## src/rtl/cdf_pkg.sv

```systemverilog
// Shared definitions for the CDF accumulator and the downstream divider stage.
// Holds the default pass geometry, the histogram address width and the
// accumulator FSM state encoding.
package cdf_pkg;

  // Default number of histogram bins per pass.
  localparam int unsigned CdfNumBins = 256;
  // Default width of bin counts and of the cumulative sum.
  localparam int unsigned CdfDataW   = 32;
  // Width of the histogram memory address bus.
  localparam int unsigned CdfAddrW   = 8;

  typedef enum logic [2:0] {
    StIdle,
    StRead,
    StWaitData,
    StEmit,
    StWaitDiv,
    StDone
  } cdf_state_e;

endpackage

```

## src/rtl/cdf_sat_add.sv

```systemverilog
// Cumulative-sum adder.
// Build option: define CDF_SATURATE_EN to clamp on overflow; otherwise the sum
// wraps modulo 2^DATA_W and ovf is tied low.
// Ports:
//   a   - current running sum
//   b   - bin count to add
//   sum - result (clamped to all-ones on overflow when saturating)
//   ovf - high when the true result exceeded 2^DATA_W-1 (saturating build only)
module cdf_sat_add
  import cdf_pkg::*;
#(
  parameter int unsigned DATA_W = CdfDataW
) (
  input  logic [DATA_W-1:0] a,
  input  logic [DATA_W-1:0] b,
  output logic [DATA_W-1:0] sum,
  output logic              ovf
);

`ifdef CDF_SATURATE_EN
  logic [DATA_W:0] full;

  // One extra bit captures the carry that marks an out-of-range result.
  assign full = {1'b0, a} + {1'b0, b};
  assign ovf  = full[DATA_W];
  assign sum  = full[DATA_W] ? {DATA_W{1'b1}} : full[DATA_W-1:0];
`else
  assign sum = a + b;
  assign ovf = 1'b0;
`endif

endmodule

```

## src/rtl/cdf_accumulator.sv

```systemverilog
// Walks a histogram memory bin by bin, producing a running cumulative sum
// (CDF) one value at a time for a downstream divider, with handshake back
// pressure from the divider.
// Build option: CDF_SATURATE_EN selects a saturating sum with a sticky
// overflow flag (see cdf_sat_add); without it the sum wraps.
// Ports:
//   clk        - clock, rising edge
//   reset      - asynchronous reset, active low
//   enable     - global run; low freezes all state and masks strobes
//   start      - one-cycle pulse that begins a pass (ignored while busy)
//   hist_rd_en - histogram read strobe
//   hist_addr  - histogram bin address
//   hist_data  - bin count, valid the cycle after hist_rd_en
//   cdf_out    - running cumulative sum
//   cdf_valid  - one-cycle pulse qualifying cdf_out
//   div_ready  - divider has consumed the last cdf_out
//   cdf_min    - first nonzero cdf_out of the current pass
//   busy       - pass in progress
//   done       - one-cycle end-of-pass pulse
//   overflow   - sticky sum-overflow flag
module cdf_accumulator
  import cdf_pkg::*;
#(
  parameter int unsigned NUM_BINS = CdfNumBins,
  parameter int unsigned DATA_W   = CdfDataW
) (
  input  logic                clk,
  input  logic                reset,
  input  logic                enable,
  input  logic                start,
  output logic                hist_rd_en,
  output logic [CdfAddrW-1:0] hist_addr,
  input  logic [DATA_W-1:0]   hist_data,
  output logic [DATA_W-1:0]   cdf_out,
  output logic                cdf_valid,
  input  logic                div_ready,
  output logic [DATA_W-1:0]   cdf_min,
  output logic                busy,
  output logic                done,
  output logic                overflow
);

  // One spare index bit so a run past the last bin stays observable.
  localparam int unsigned     IdxW    = CdfAddrW + 1;
  localparam logic [IdxW-1:0] LastIdx = IdxW'(NUM_BINS - 1);

  cdf_state_e        state_q, state_d;
  logic [IdxW-1:0]   idx_q, idx_d;
  logic [DATA_W-1:0] cdf_q, cdf_d;
  logic [DATA_W-1:0] min_q, min_d;
  logic              min_found_q, min_found_d;
  logic              ovf_q, ovf_d;

  logic [DATA_W-1:0] add_sum;
  logic              add_ovf;

  cdf_sat_add #(
    .DATA_W (DATA_W)
  ) u_add (
    .a   (cdf_q),
    .b   (hist_data),
    .sum (add_sum),
    .ovf (add_ovf)
  );

  always_comb begin
    state_d     = state_q;
    idx_d       = idx_q;
    cdf_d       = cdf_q;
    min_d       = min_q;
    min_found_d = min_found_q;
    ovf_d       = ovf_q;
    hist_rd_en  = 1'b0;
    cdf_valid   = 1'b0;
    done        = 1'b0;

    // With enable low nothing advances, so a masked READ or EMIT strobe is
    // simply re-issued from the held state once enable returns.
    if (enable) begin
      unique case (state_q)
        StIdle: begin
          if (start) begin
            state_d     = StRead;
            idx_d       = '0;
            cdf_d       = '0;
            min_d       = '0;
            min_found_d = 1'b0;
            ovf_d       = 1'b0;
          end
        end
        StRead: begin
          hist_rd_en = 1'b1;
          state_d    = StWaitData;
        end
        StWaitData: begin
          cdf_d   = add_sum;
          ovf_d   = ovf_q | add_ovf;
          state_d = StEmit;
        end
        StEmit: begin
          cdf_valid = 1'b1;
          if (!min_found_q && (cdf_q != '0)) begin
            min_d       = cdf_q;
            min_found_d = 1'b1;
          end
          state_d = StWaitDiv;
        end
        StWaitDiv: begin
          if (div_ready) begin
            if (idx_q == LastIdx) begin
              state_d = StDone;
            end else begin
              idx_d   = idx_q + 1'b1;
              state_d = StRead;
            end
          end
        end
        StDone: begin
          done    = 1'b1;
          state_d = StIdle;
        end
        default: state_d = StIdle;
      endcase
    end
  end

  always_ff @(posedge clk or negedge reset) begin
    if (!reset) begin
      state_q     <= StIdle;
      idx_q       <= '0;
      cdf_q       <= '0;
      min_q       <= '0;
      min_found_q <= 1'b0;
      ovf_q       <= 1'b0;
    end else begin
      state_q     <= state_d;
      idx_q       <= idx_d;
      cdf_q       <= cdf_d;
      min_q       <= min_d;
      min_found_q <= min_found_d;
      ovf_q       <= ovf_d;
    end
  end

  assign hist_addr = idx_q[CdfAddrW-1:0];
  assign cdf_out   = cdf_q;
  assign cdf_min   = min_q;
  assign busy      = (state_q != StIdle);
  assign overflow  = ovf_q;

  // The FSM must leave for DONE at the last bin; an index beyond it is a bug.
  idx_in_range_a: assert property (@(posedge clk) disable iff (!reset) idx_q <= LastIdx);

endmodule

```

## config.mk

```make
export PLATFORM = sky130hd
export DESIGN_NAME = cdf_accumulator
export DESIGN_NICKNAME = d
export VERILOG_FILES = /design/src/rtl/cdf_pkg.sv /design/src/rtl/cdf_sat_add.sv /design/src/rtl/cdf_accumulator.sv
export SDC_FILE = /design/constraint.sdc
export NUM_CORES = 1
export LEC_CHECK = 0
export ABC_AREA = 0
export CORE_MARGIN = 1
export CORE_UTILIZATION = 25
export CTS_CLUSTER_DIAMETER = 40
export CTS_CLUSTER_SIZE = 16
export DETAILED_ROUTE_END_ITERATION = 10
export PLACE_DENSITY = 0.54
export SLEW_MARGIN = 25
export SYNTH_ARGS = -nofsm -noshare
export SYNTH_HDL_FRONTEND = slang
export SYNTH_SLANG_ARGS = --single-unit
```

## constraint.sdc

```tcl
create_clock -name clk -period 6.33 [get_ports clk]
set_input_delay 0.9495 -clock clk [delete_from_list [all_inputs] [get_ports clk]]
set_output_delay 0.9495 -clock clk [all_outputs]
set_load 0.1 [all_outputs]
```

==> out/qor.csv <==
stage;metric;value;unit
status;status;finished, final reports clean;
sta;setup_viol;0;
hold_path;min_delay_path_depth;2;
critical_path;end_kind;output pin;
sta;hold_violations;0;
critical_path;reg2reg_depth;12;
drt;drt_iter0_drc;295;
critical_path;required;5.38;ns
synthesis;synth_edf_count;0;
clocking;cts_sinks;77;
critical_path;crit_fanout;12;
drt;vias;4464;
floorplanning;die_area;20700;sq um
synthesis;ys_seq_area_frac;0.384;
global_routing;grt_pass1_vias;4384;
synthesis;synth_commonest_cells;128 x nand2_1, 77 x dfrtp_1, 52 x o21ai_0;
critical_path;crit_family;buffers and inverters;
sta;post-route-worst-setup-slack;2.03;ns
cells_and_area;num-fill-cells;2084;
sta;period_minus_slack;4.30;ns
sta;min_period_over_period;0.679;
sta;rsz0062_at_grt;no;
floorplanning;die_x;144;um
drt;wl;14.8;mm
drt;dr.pass1.iters;5;
critical_path;cp_num_buf_inv;2;
floorplanning;die_y;144;um
job;max-cap-violations;0;
global_routing;grt_max_degree;78;
synthesis;syn_area;5020;sq um
sta;finalMaxSlewViolations;0;
hold_path;hold_path_startpoint;cdf_min[8];
floorplanning;start_util;0.256;
place;gp_congestion;0.765;
pwr;power;3900;uW
drt;via_per_inst;4.70;
cells_and_area;drive_gt1_frac;0.0570;
hold_path;hold_end;cdf_min[8];
drt;routedWlPerCell;15.6;um
clocking;post-cts-setup-buffers;0;
pwr;ir_drop;0.000270;V
clocking;clk_latency;0.34;ns
critical_path;cp_common_cell;clkdlybuf4s50_1;
drt;drc;0;
place;dpl.hpwl;10.8;mm
global_routing;grt_pass1_wl;23.9;mm
synthesis;yosys_warnings;0;
floorplanning;core;19600;sq um
cells_and_area;layout.nets;751;
clocking;cts_buffers;9;
synthesis;netlist.area_leader.share;0.384;
critical_path;crit_arrival;3.35;ns
synthesis;yosysMostFrequentCell;nand2_1;
critical_path;r2r-end;cdf_out[30];
clocking;postCtsHoldBufs;0;
place;io_buffers;112;
sta;fmax;233;MHz
floorplanning;rows;51;
place;post-place-ws;2.06;ns
synthesis;synth-seq-cells;77;
global_routing;track_usage;0.151;
sta;fin_skew;0.0111;ns
critical_path;critPathMaxStageDelay;1.22;ns
clocking;cts_root_buf;clkbuf_16;
sta;slew_headroom;0.320;
clocking;cts_resized;0;
critical_path;r2r-start;cdf_out[0];
critical_path;reg2reg_slack;3.24;ns
synthesis;synth_area_per_cell;8.54;sq um
synthesis;async_reset_ff_frac;1.00;
cells_and_area;final-instance-count-excl-fill;949;
sta;fin_tns_setup;0;ns
global_routing;grt_overflow;0;
synthesis;synth_nets;659;
clocking;path_clk_slew;0.05;ns
synthesis;synth_ff_type;dfrtp_1;
synthesis;ys_types;61;
critical_path;crit_chain;clkdlybuf4s50_1 -> nor4bb_1 -> clkdlybuf4s50_1;
synthesis;synth_top_area_cell;dfrtp_1;
drt;ant_nets;0;
sta;worstMarginPinSlew;1.02;ns
critical_path;path_class;input pin to output pin;
clocking;cts_tree;done;
pwr;pwr_density_cell;585;nW/um^2
hold_path;hold_class;register to register;
cells_and_area;area_growth;32.7;%
place;dp.cells;934;
cells_and_area;diodes;0;
pwr;power_leakage;0.00274;uW
floorplanning;ios;114;
synthesis;synth.area.top_cells;dfrtp_1 38%, nand2_1 9.6%, ha_1 8.2%;
global_routing;antenna_found_initial;0;
clocking;htreeDepth;3;
critical_path;worst_setup_path_start_kind;input pin;
synthesis;synthCells;588;
cells_and_area;final_util;0.340;
critical_path;cp_slowest_cell;clkdlybuf4s50_1;
clocking;cts_buffer_depth;2;
==> power breakdown <==
group	internal (uW)	switching, uW	total [uW]	leakage [uW]
Combinational	693	1830	2520	0.00156
Clock	318	204	522	0.000148
Sequential	645	210	855	0.00103
Total	1660	2240	3900	0.00274
==> worst register-to-register path: stages, from the launching register on <==
cell and delay, ns:
dfrtp_1 0.43, ha_1 0.23, inv_1 0.07, fa_1 0.38, nor2b_1 0.19, o21a_1 0.16, o21ai_1 0.12, a211o_1 0.31
a21oi_1 0.19, o2111ai_1 0.22, a2111oi_2 0.41, mux2i_1 0.22, nand2_1 0.06
==> cells in the final DEF (no fill, tap or decap), types with 2 or more instances in the layout <==
master           count
clkdlybuf4s50_1    111
nor2b_1              4
a21oi_1             35
or3_1                2
or2_1                2
nor3_1               7
a211oi_1             6
nor2_1              27
nand2_1            127
nand2b_1             5
and3_1               6
a21o_1              11
mux2i_1              3
buf_4                5
o211ai_1             2
o21a_1               4
inv_1               14
o21bai_1             5
a2111oi_4            2
o21ai_0             52
nor4_1              12
clkbuf_8             5
nand3_1             10
and2_1               2
ha_1                33
xnor2_1             15
a31oi_1              3
clkbuf_16            9
a21oi_2              2
xor2_1              15
nand4_1              8
o31ai_1              3
dfrtp_1             77
o21ai_1             14
o22ai_1             14
==> kinds of logic after synthesis <==
group / Yosys count / synth area share
AO/OA/AOI/OAI: 173 / 0.230
buffers and inverters: 50 / 0.0441
XOR/XNOR: 30 / 0.0523
AND/OR/NAND/NOR: 219 / 0.195
adder cells (fa/ha/maj): 34 / 0.0862
other: 1 / 0.000747
flip-flops: 77 / 0.384
multiplexers: 4 / 0.00822
==> per-stage QoR <==
stage | area, sq um | hold WS (ns)
after floorplan | 5020 | 0.450
after global routing | 6660 | 0.497
final | 6660 | 0.473
after detailed placement | 6360 | 0.466
after global placement | 6360 | 0.460
after CTS | 6660 | 0.480
==> metal layers <==
metal  global-route usage  vias to the layer above  wire [um]
li1                     -                     2276          -
met1                0.204                     2068       7220
met2                0.240                      102       6620
met3               0.0347                       18        748
met4               0.0437                        0        201
met5                    0                        -          0
==> final cells by class <==
cell class              count  area [sq um]  area share
inverters                  14          52.6     0.00789
flip-flops and latches     77          1930       0.289
clock buffers              15           298      0.0447
repair buffers            117          1160       0.174
multi-input cells         461          2890       0.434
well taps                 265           332      0.0498
==> how the worst max path moves through the flow <==
stage           start          to  slack (ns)  cells past startpoint
3_5_place_dp   enable  hist_rd_en        2.06                      3
2_1_floorplan  enable  hist_rd_en        1.19                      2
3_3_place_gp   enable  hist_rd_en        2.14                      3
5_1_grt        enable  hist_rd_en        1.93                      3
4_1_cts        enable  hist_rd_en        2.06                      3
6_report       enable  hist_rd_en        2.03                      3
==> state kept, by name, indices dropped and copies added, names as in the netlist <==
register     cells
cdf_out         32
cdf_min         32
idx_q            9
state_q          3
min_found_q      1
(Power assumes the default switching activity.)
